--- config.mk ---
export PLATFORM = sky130hd
export DESIGN_NAME = seg7_scan_ctrl
export DESIGN_NICKNAME = d
export VERILOG_FILES = /design/src/rtl/seg7_scan_ctrl.sv
export SDC_FILE = /design/constraint.sdc
export NUM_CORES = 1
export LEC_CHECK = 0
export ABC_CLOCK_PERIOD_IN_PS = 3270
export BUFFER_PORTS_ARGS = -buffer_cell sky130_fd_sc_hd__buf_4
export CORE_AREA = 5 5 78 80
export CTS_BUF_LIST = sky130_fd_sc_hd__clkbuf_8
export CTS_CLUSTER_SIZE = 28
export DETAILED_ROUTE_END_ITERATION = 8
export DIE_AREA = 0 0 83 85
export GPL_TIMING_DRIVEN = 0
export PLACE_DENSITY = 0.74
export SYNTH_ARGS = -nofsm -noshare
export SYNTH_HDL_FRONTEND = slang
export SYNTH_SLANG_ARGS = --single-unit
--- constraint.sdc ---
create_clock -name clk -period 3.27 [get_ports clk]
set_clock_uncertainty 0.15 [all_clocks]
set_input_delay 0.4905 -clock clk [delete_from_list [all_inputs] [get_ports clk]]
set_output_delay 0.4905 -clock clk [all_outputs]
set_load 0.05 [all_outputs]
--- src/rtl/seg7_scan_ctrl.sv ---
// Scans NUM_DIGITS BCD digits onto one shared 7-segment bus, blanking between digits and
// swapping in new values only at frame start. Optional leading-zero blanking: SEG7_LZB_EN.
module seg7_scan_ctrl #(
    parameter int NUM_DIGITS   = 4,
    parameter int DIGIT_CYCLES = 12000,
    parameter int BLANK_CYCLES = 64,
    parameter bit SEG_ACT_LOW  = 1'b1
) (
    input  logic                    clk,
    input  logic                    rst_n,
    input  logic                    load_valid,
    output logic                    load_ready,
    input  logic [4*NUM_DIGITS-1:0] load_data,
    output logic [3:0]              bcd_out,
    input  logic [6:0]              seg_in,
    output logic [6:0]              seg_out,
    output logic [NUM_DIGITS-1:0]   dig_en,
    output logic                    frame_start
);

    localparam int CNT_MAX = (DIGIT_CYCLES > BLANK_CYCLES) ? DIGIT_CYCLES : BLANK_CYCLES;
    localparam int CW      = $clog2(CNT_MAX);
    localparam int IW      = $clog2(NUM_DIGITS);

    localparam logic [CW-1:0] BLANK_LAST = CW'(BLANK_CYCLES - 1);
    localparam logic [CW-1:0] SHOW_LAST  = CW'(DIGIT_CYCLES - 1);
    localparam logic [IW-1:0] IDX_LAST   = IW'(NUM_DIGITS - 1);
    localparam logic [6:0]    SEG_UNLIT  = SEG_ACT_LOW ? 7'h7F : 7'h00;

    typedef enum logic {BLANK, SHOW} state_e;

    state_e                  state_q, state_d;
    logic [IW-1:0]           digitIdx_q, digitIdx_d;
    logic [CW-1:0]           phaseCnt_q, phaseCnt_d;
    logic [4*NUM_DIGITS-1:0] active_q, active_d;
    logic [4*NUM_DIGITS-1:0] pending_q, pending_d;
    logic                    pendingFull_q, pendingFull_d;
    logic [6:0]              seg_q, seg_d;
    logic [NUM_DIGITS-1:0]   digEn_q, digEn_d;
    logic                    frameBoundary;
    logic                    loadFire;
    logic                    slotLit;

    always_ff @(posedge clk or negedge rst_n) begin
        if (!rst_n) begin
            state_q    <= BLANK;
            digitIdx_q <= '0;
            phaseCnt_q <= '0;
        end else begin
            state_q    <= state_d;
            digitIdx_q <= digitIdx_d;
            phaseCnt_q <= phaseCnt_d;
        end
    end

    always_comb begin
        state_d    = state_q;
        digitIdx_d = digitIdx_q;
        phaseCnt_d = phaseCnt_q + 1'b1;
        unique case (state_q)
            BLANK: begin
                if (phaseCnt_q == BLANK_LAST) begin
                    state_d    = SHOW;
                    phaseCnt_d = '0;
                end
            end
            SHOW: begin
                if (phaseCnt_q == SHOW_LAST) begin
                    state_d    = BLANK;
                    phaseCnt_d = '0;
                    digitIdx_d = (digitIdx_q == IDX_LAST) ? '0 : digitIdx_q + 1'b1;
                end
            end
            default: begin
                state_d    = BLANK;
                phaseCnt_d = '0;
            end
        endcase
    end

`ifdef SEG7_LZB_EN
    // A slot is dark when it and every more significant digit are zero; digit 0 never is.
    logic [NUM_DIGITS-1:0] digitShown;

    always_comb begin
        logic upperNonZero;
        upperNonZero = 1'b0;
        digitShown   = '0;
        for (int i = NUM_DIGITS - 1; i >= 0; i--) begin
            upperNonZero  = upperNonZero | (active_q[4*i +: 4] != 4'd0);
            digitShown[i] = upperNonZero || (i == 0);
        end
    end

    assign slotLit = digitShown[digitIdx_d];
`else
    assign slotLit = 1'b1;
`endif

    // Segment and enable registers are loaded from the state being entered, so they
    // switch on exactly the edge that enters SHOW or BLANK.
    always_comb begin
        frameBoundary = (state_q == BLANK) && (digitIdx_q == '0) && (phaseCnt_q == '0);
        seg_d         = SEG_UNLIT;
        digEn_d       = '0;
        if (state_d == SHOW && slotLit) begin
            seg_d   = seg_in ^ SEG_UNLIT;
            digEn_d = {{(NUM_DIGITS-1){1'b0}}, 1'b1} << digitIdx_d;
        end
    end

    assign loadFire = load_valid && !pendingFull_q;

    always_comb begin
        active_d      = active_q;
        pending_d     = pending_q;
        pendingFull_d = pendingFull_q;
        if (frameBoundary && pendingFull_q) begin
            active_d      = pending_q;
            pendingFull_d = 1'b0;
        end else if (loadFire) begin
            pending_d     = load_data;
            pendingFull_d = 1'b1;
        end
    end

    always_ff @(posedge clk or negedge rst_n) begin
        if (!rst_n) begin
            active_q      <= '0;
            pending_q     <= '0;
            pendingFull_q <= 1'b0;
            seg_q         <= SEG_UNLIT;
            digEn_q       <= '0;
        end else begin
            active_q      <= active_d;
            pending_q     <= pending_d;
            pendingFull_q <= pendingFull_d;
            seg_q         <= seg_d;
            digEn_q       <= digEn_d;
        end
    end

    // Frame start is held low while reset is asserted so the first cycle after release
    // is the only one flagged before the counters start moving.
    assign frame_start = rst_n & frameBoundary;
    assign load_ready  = !pendingFull_q;
    assign bcd_out     = active_q[{digitIdx_q, 2'b00} +: 4];
    assign seg_out     = seg_q;
    assign dig_en      = digEn_q;

endmodule
# After elaboration in Yosys (flattened, before gate mapping)
# Cells that the tools add are included.
# word_totals
register_bits,61
out_inout_bits,17
# classes
n_eq_ne,3
n_mux,13
n_bitwise,4
shift,2
n_addsub,2
n_reduce_logical,9
# op_table
op,count
$mux 14,2
$pmux 14 s2,1
$shiftx 16x5->4,1
$add 14x1->14 const B,1
$eq 14x14->1 const B,1
$eq 14x6->1 const B,1
$logic_not 14->1,1
$mux 7,1
$not 7->7,1
$mux 2,3
$logic_and 1x1->1,4
$mux 1,4
$mux 4,1
$shl 1x2->4 const A,1
$add 2x1->2 const B,1
$eq 2x2->1 const B,1
$logic_not 2->1,1
$not 1->1,2
$pmux 1 s2,1
$reduce_and 2->1,1
$reduce_bool 2->1,1
$and 1x1->1,1
$logic_not 1->1,1

# Longest topological paths before layout
# depth
word_depth,6
mapped_depth,8

# Worst setup path after synthesis
# OpenSTA, ideal clock, no wires.
# synth_path
kind,reg2out
start,register digitIdx_q[0]
end,output port frame_start
arrival_time_ns,1.657
path_slack_ns,0.973
path_stages_with_launch,7
cell_sequence,dfrtp_1 > clkbuf_1 > inv_1 > ha_1 > nand2_1 > nor3_2 > and3_1
# synth_via
elab_chain_len,4
# synth_lines
element,line,rtl
from (decl),33,"logic [IW-1:0] digitIdx_q, digitIdx_d;"
from (signal assigned),51,digitIdx_q <= digitIdx_d;
$logic_not 2->1,103,frameBoundary = (state_q == BLANK) && (digitIdx_q == '0) && (phaseCnt_q == '0);
$logic_and 1x1->1 (2 in a row),103,
$and 1x1->1,145,assign frame_start = rst_n & frameBoundary;
to (decl),18,output logic frame_start
# No other way between the ends.

# Worst setup path after layout
# Same ends and word-level chain as after synthesis.

==> results.txt <==
The number of design rule violations left after detail routing was 0; the mean instance size in the synthesized netlist was 13.35 sq um. The clock period minus final worst setup slack is 2.829 ns. The logs give 334 for the count of non-filler cells in the finished layout and 2 for the clock tree buffer depth. The category of the worst setup path capture point was an output port. The netlist uses 40 different library cells.

Among all stages on the critical path, the largest delay is contributed by sky130_fd_sc_hd__dfrtp_1. Across all hold checks on the routed design, the worst slack comes to 0.06258 ns. The kind of start point of the critical path was a register. After layout, the worst path uses 86.52% of the clock period. The detail route stage leaves a number of antenna-violating nets equal to 0. Summing over every cut layer, the via total after detailed routing is 1,718.

The maximum clock rate is 0.3535 GHz, and the proportion of layout cells with a drive suffix above 1 is 43.89%. VDD sags by at most 295.4 uV. Relative to the synthesized area, the layout overhead comes to 23.16%.

The reg2reg setup slack is 0.88 ns. The most critical setup path has its startpoint at digitIdx_q[0]. The logic depth of the worst setup path including buffers came out at 7.

The number of fill cells was 454; the worst-case reg-to-reg path depth was 8. Summed over all cells, the static leakage comes to 0.001570 uW. The tools report the post-layout net count as 287.

The synthesized design contains 61 register bits. Data on the critical path is required at its endpoint by 2.63 ns. The stage delay of the slowest cell on the critical path came out at 0.38 ns.

43 I/O pins were placed. The multi-input combinational cells in the finished layout cover a total of 1100 sq um. The path type of the worst setup path was register to output port. Counting the buffers created by CTS gives 9.

Buffers placed on the I/O ports in this run total 42. Buffers added to address setup during post-CTS repair amount to 0. The number of antenna diodes in the final layout is 0. TritonCTS built the clock tree. When the netlist entered floorplanning its net count stood at 234. The class of the tightest hold or removal check is primary input to asynchronous set/reset pin.

The max-slew violation count is 0, and the total number of placement rows is 27. The routed wire length is 5098 um. The top cell types in the final layout, fill and taps aside, are 54 x sky130_fd_sc_hd__dfrtp_1, 43 x sky130_fd_sc_hd__buf_4, 23 x sky130_fd_sc_hd__mux2_2. The sequential cell area was 1535 sq um; the largest net degree at the start of global routing was 63. The end point of the critical path was frame_start.

Buffers inserted to repair hold after CTS numbered 0. In the routed layout, each cell is associated on average with a via count of 5.144. Data on the critical path arrives at its endpoint at 2.19 ns. The sequential fraction of the synthesis area was 56.39%; the detailed-routing iteration count for the pre-antenna-repair pass was 4. The top cell type's share of synthesized area was 49.63%. Setup repair after global routing left no endpoint under its margin. From left edge to right edge, the die measures 83 um. The core region is 5338 sq um.

After synthesis, the cell types taking the most area are sky130_fd_sc_hd__dfrtp_1 50%, sky130_fd_sc_hd__mux2_2 9.5%, sky130_fd_sc_hd__dfstp_2 6.8%. For the worst-skew pair, the clock arrives at the later sink with an insertion delay of 0.34 ns. For the final routed database, the setup TNS stands at 0 ns. The initial utilization of the core area, before any placement, comes to 51.01%.

The number of warning messages in the yosys log is 0. The sum of net half-perimeters after detailed placement came out at 3590 um. Clock tree synthesis found a total of 61 sinks. The tools report the final count of hold timing violations as 0. The congestion estimate from routability-driven global placement came to 0.8307. At the pin with the least slew margin, the transition time is 0.7401 ns. The library cell used most frequently in the layout, excluding fill and tap cells, is sky130_fd_sc_hd__dfrtp_1. The clock slew at the register clock pins of the worst setup and hold paths came out at 0.07 ns. The run gives 318 as the number of cells in the design after placement.

The first routing iteration left 71 violations. In this run the cell area of the synthesized design comes to 2723 sq um. The initial antenna violation count is 0. The number of buffer and inverter stages on the critical path works out to 3. The largest fanout on the critical path was 9. The family with the most delay on the worst path was buffers and inverters. Of all cell types, the one taking the most synthesized area is sky130_fd_sc_hd__dfrtp_1. The die boundary height was 85 um; the worst max-slew margin expressed relative to the limit was 50.66%. The total number of H-tree levels is 3, and the post-cts gate resize count is 0. For the via count of the first global-routing pass, the log shows 1,824. In the synthesized netlist, the number of instances is 204.

The tools report the critical register-to-register path endpoint as active_q[12]. CTS placed an instance of sky130_fd_sc_hd__clkbuf_8 at the clock tree root. The tools report the startpoint of the lowest-slack register-to-register path as digitIdx_q[0]. The tools report the total global routing overflow as 0. Dividing total power by cell area gives a power density of 480.0 nW/um^2. The critical path goes through clkbuf_1 > inv_1 > ha_1 > nand2_1 > nor3_2 > and3_1 > buf_4. The first global-routing pass estimated 8480 um of wire. The flow ran to the end, and the final reports show no timing, DRC or antenna violations. The combined global-route utilization of all metal layers was 15.49%. Max-cap violations in this run came to 0. Setup violations remaining at the end of the flow were counted as 0. The die covers 7055 sq um. The per-cell routed wire length works out to 15.26 um.
## metrics by stage
step	utilization [%]	setup WS (ns)	total power [uW]	area, sq um
5_1_grt	62.82	0.2433	1676	3353
6_report	62.82	0.4409	1609	3353
2_1_floorplan	-	0.9725	826.1	2723
4_1_cts	62.82	0.4003	1628	3353
3_3_place_gp	58.60	0.8561	866.6	3128
3_5_place_dp	58.60	0.7896	870.8	3128
## registers in the layout (all words and copies together), names as in the netlist
name and cells:
digitIdx_q 2, pending_q 16, dig_en 4, phaseCnt_q 14, seg_out 7, pendingFull_q 1
active_q 16, state_q 1
## metal layers
layer  up-vias  routed length, um  global-route usage, %
li1        819                  -                      -
met1       845               2172                  17.51
met2        43               2574                  26.53
met3        11                269                  4.951
met4         0                 81                  7.578
met5         -                  0                      0
## cells by family after synthesis
family / Yosys count / synth area share [%]
and+or+nand+nor: 62 / 13.05
DFF: 61 / 56.39
muxes: 36 / 17.79
buffers and inverters: 18 / 3.217
AOI/OAI and AO/OA: 12 / 4.182
xor gates and xnor gates: 11 / 3.539
adders and majority gates: 4 / 1.838
## layout make-up
cell class / instances / area share (%)
Multi-Input combinational cell: 125 / 32.80
Sequential cell: 61 / 45.78
Timing Repair Buffer: 42 / 9.403
Tap cell: 72 / 2.687
Clock buffer: 11 / 4.515
Inverter: 10 / 1.119
Buffer: 8 / 1.493
Clock inverter: 5 / 2.201
## worst reg2reg max path, stage by stage (launching register included)
cell and delay (ns):
sky130_fd_sc_hd__dfrtp_1 0.35, sky130_fd_sc_hd__clkbuf_1 0.50, sky130_fd_sc_hd__inv_1 0.20, sky130_fd_sc_hd__ha_1 0.27, sky130_fd_sc_hd__nand2_1 0.08, sky130_fd_sc_hd__nor3_2 0.06, sky130_fd_sc_hd__nand3_4 0.15, sky130_fd_sc_hd__buf_6 0.20
sky130_fd_sc_hd__mux2_4 0.32
## synthesized netlist by cell type, drive strengths merged
library cell / instances
or4: 1
or2: 1
o21a: 3
clkbuf: 3
dfrtp: 54
and2: 2
a31o: 1
ha: 4
nor2: 11
mux2: 32
a21boi: 2
nand3b: 1
buf: 5
a21oi: 1
and3: 2
mux4: 4
nor2b: 1
nor4: 5
o41ai: 3
xnor2: 7
inv: 10
nand3: 8
nand2: 15
nor3: 8
or3: 2
nand4: 5
o21ai: 2
xor2: 4
dfstp: 7
## how the worst min path moves through the flow
stage / start / to / slack [ns] / cells after the start
after floorplan: rst_n / active_q[0] / 0.04 / 0
after global placement: active_q[5] / active_q[5] / 0.33 / 1
after detailed placement: pending_q[14] / active_q[14] / 0.34 / 1
after CTS: rst_n / phaseCnt_q[12] / 0.09 / 1
after global routing: seg_in[0] / seg_out[0] / 0.1 / 2
final: rst_n / phaseCnt_q[4] / 0.06 / 1
## where the power goes
part	internal, uW	switching (uW)
logic	37.6	23.0
clock network	465	289
registers	781	13.5
Note: power is estimated with default switching activity, not from simulation.
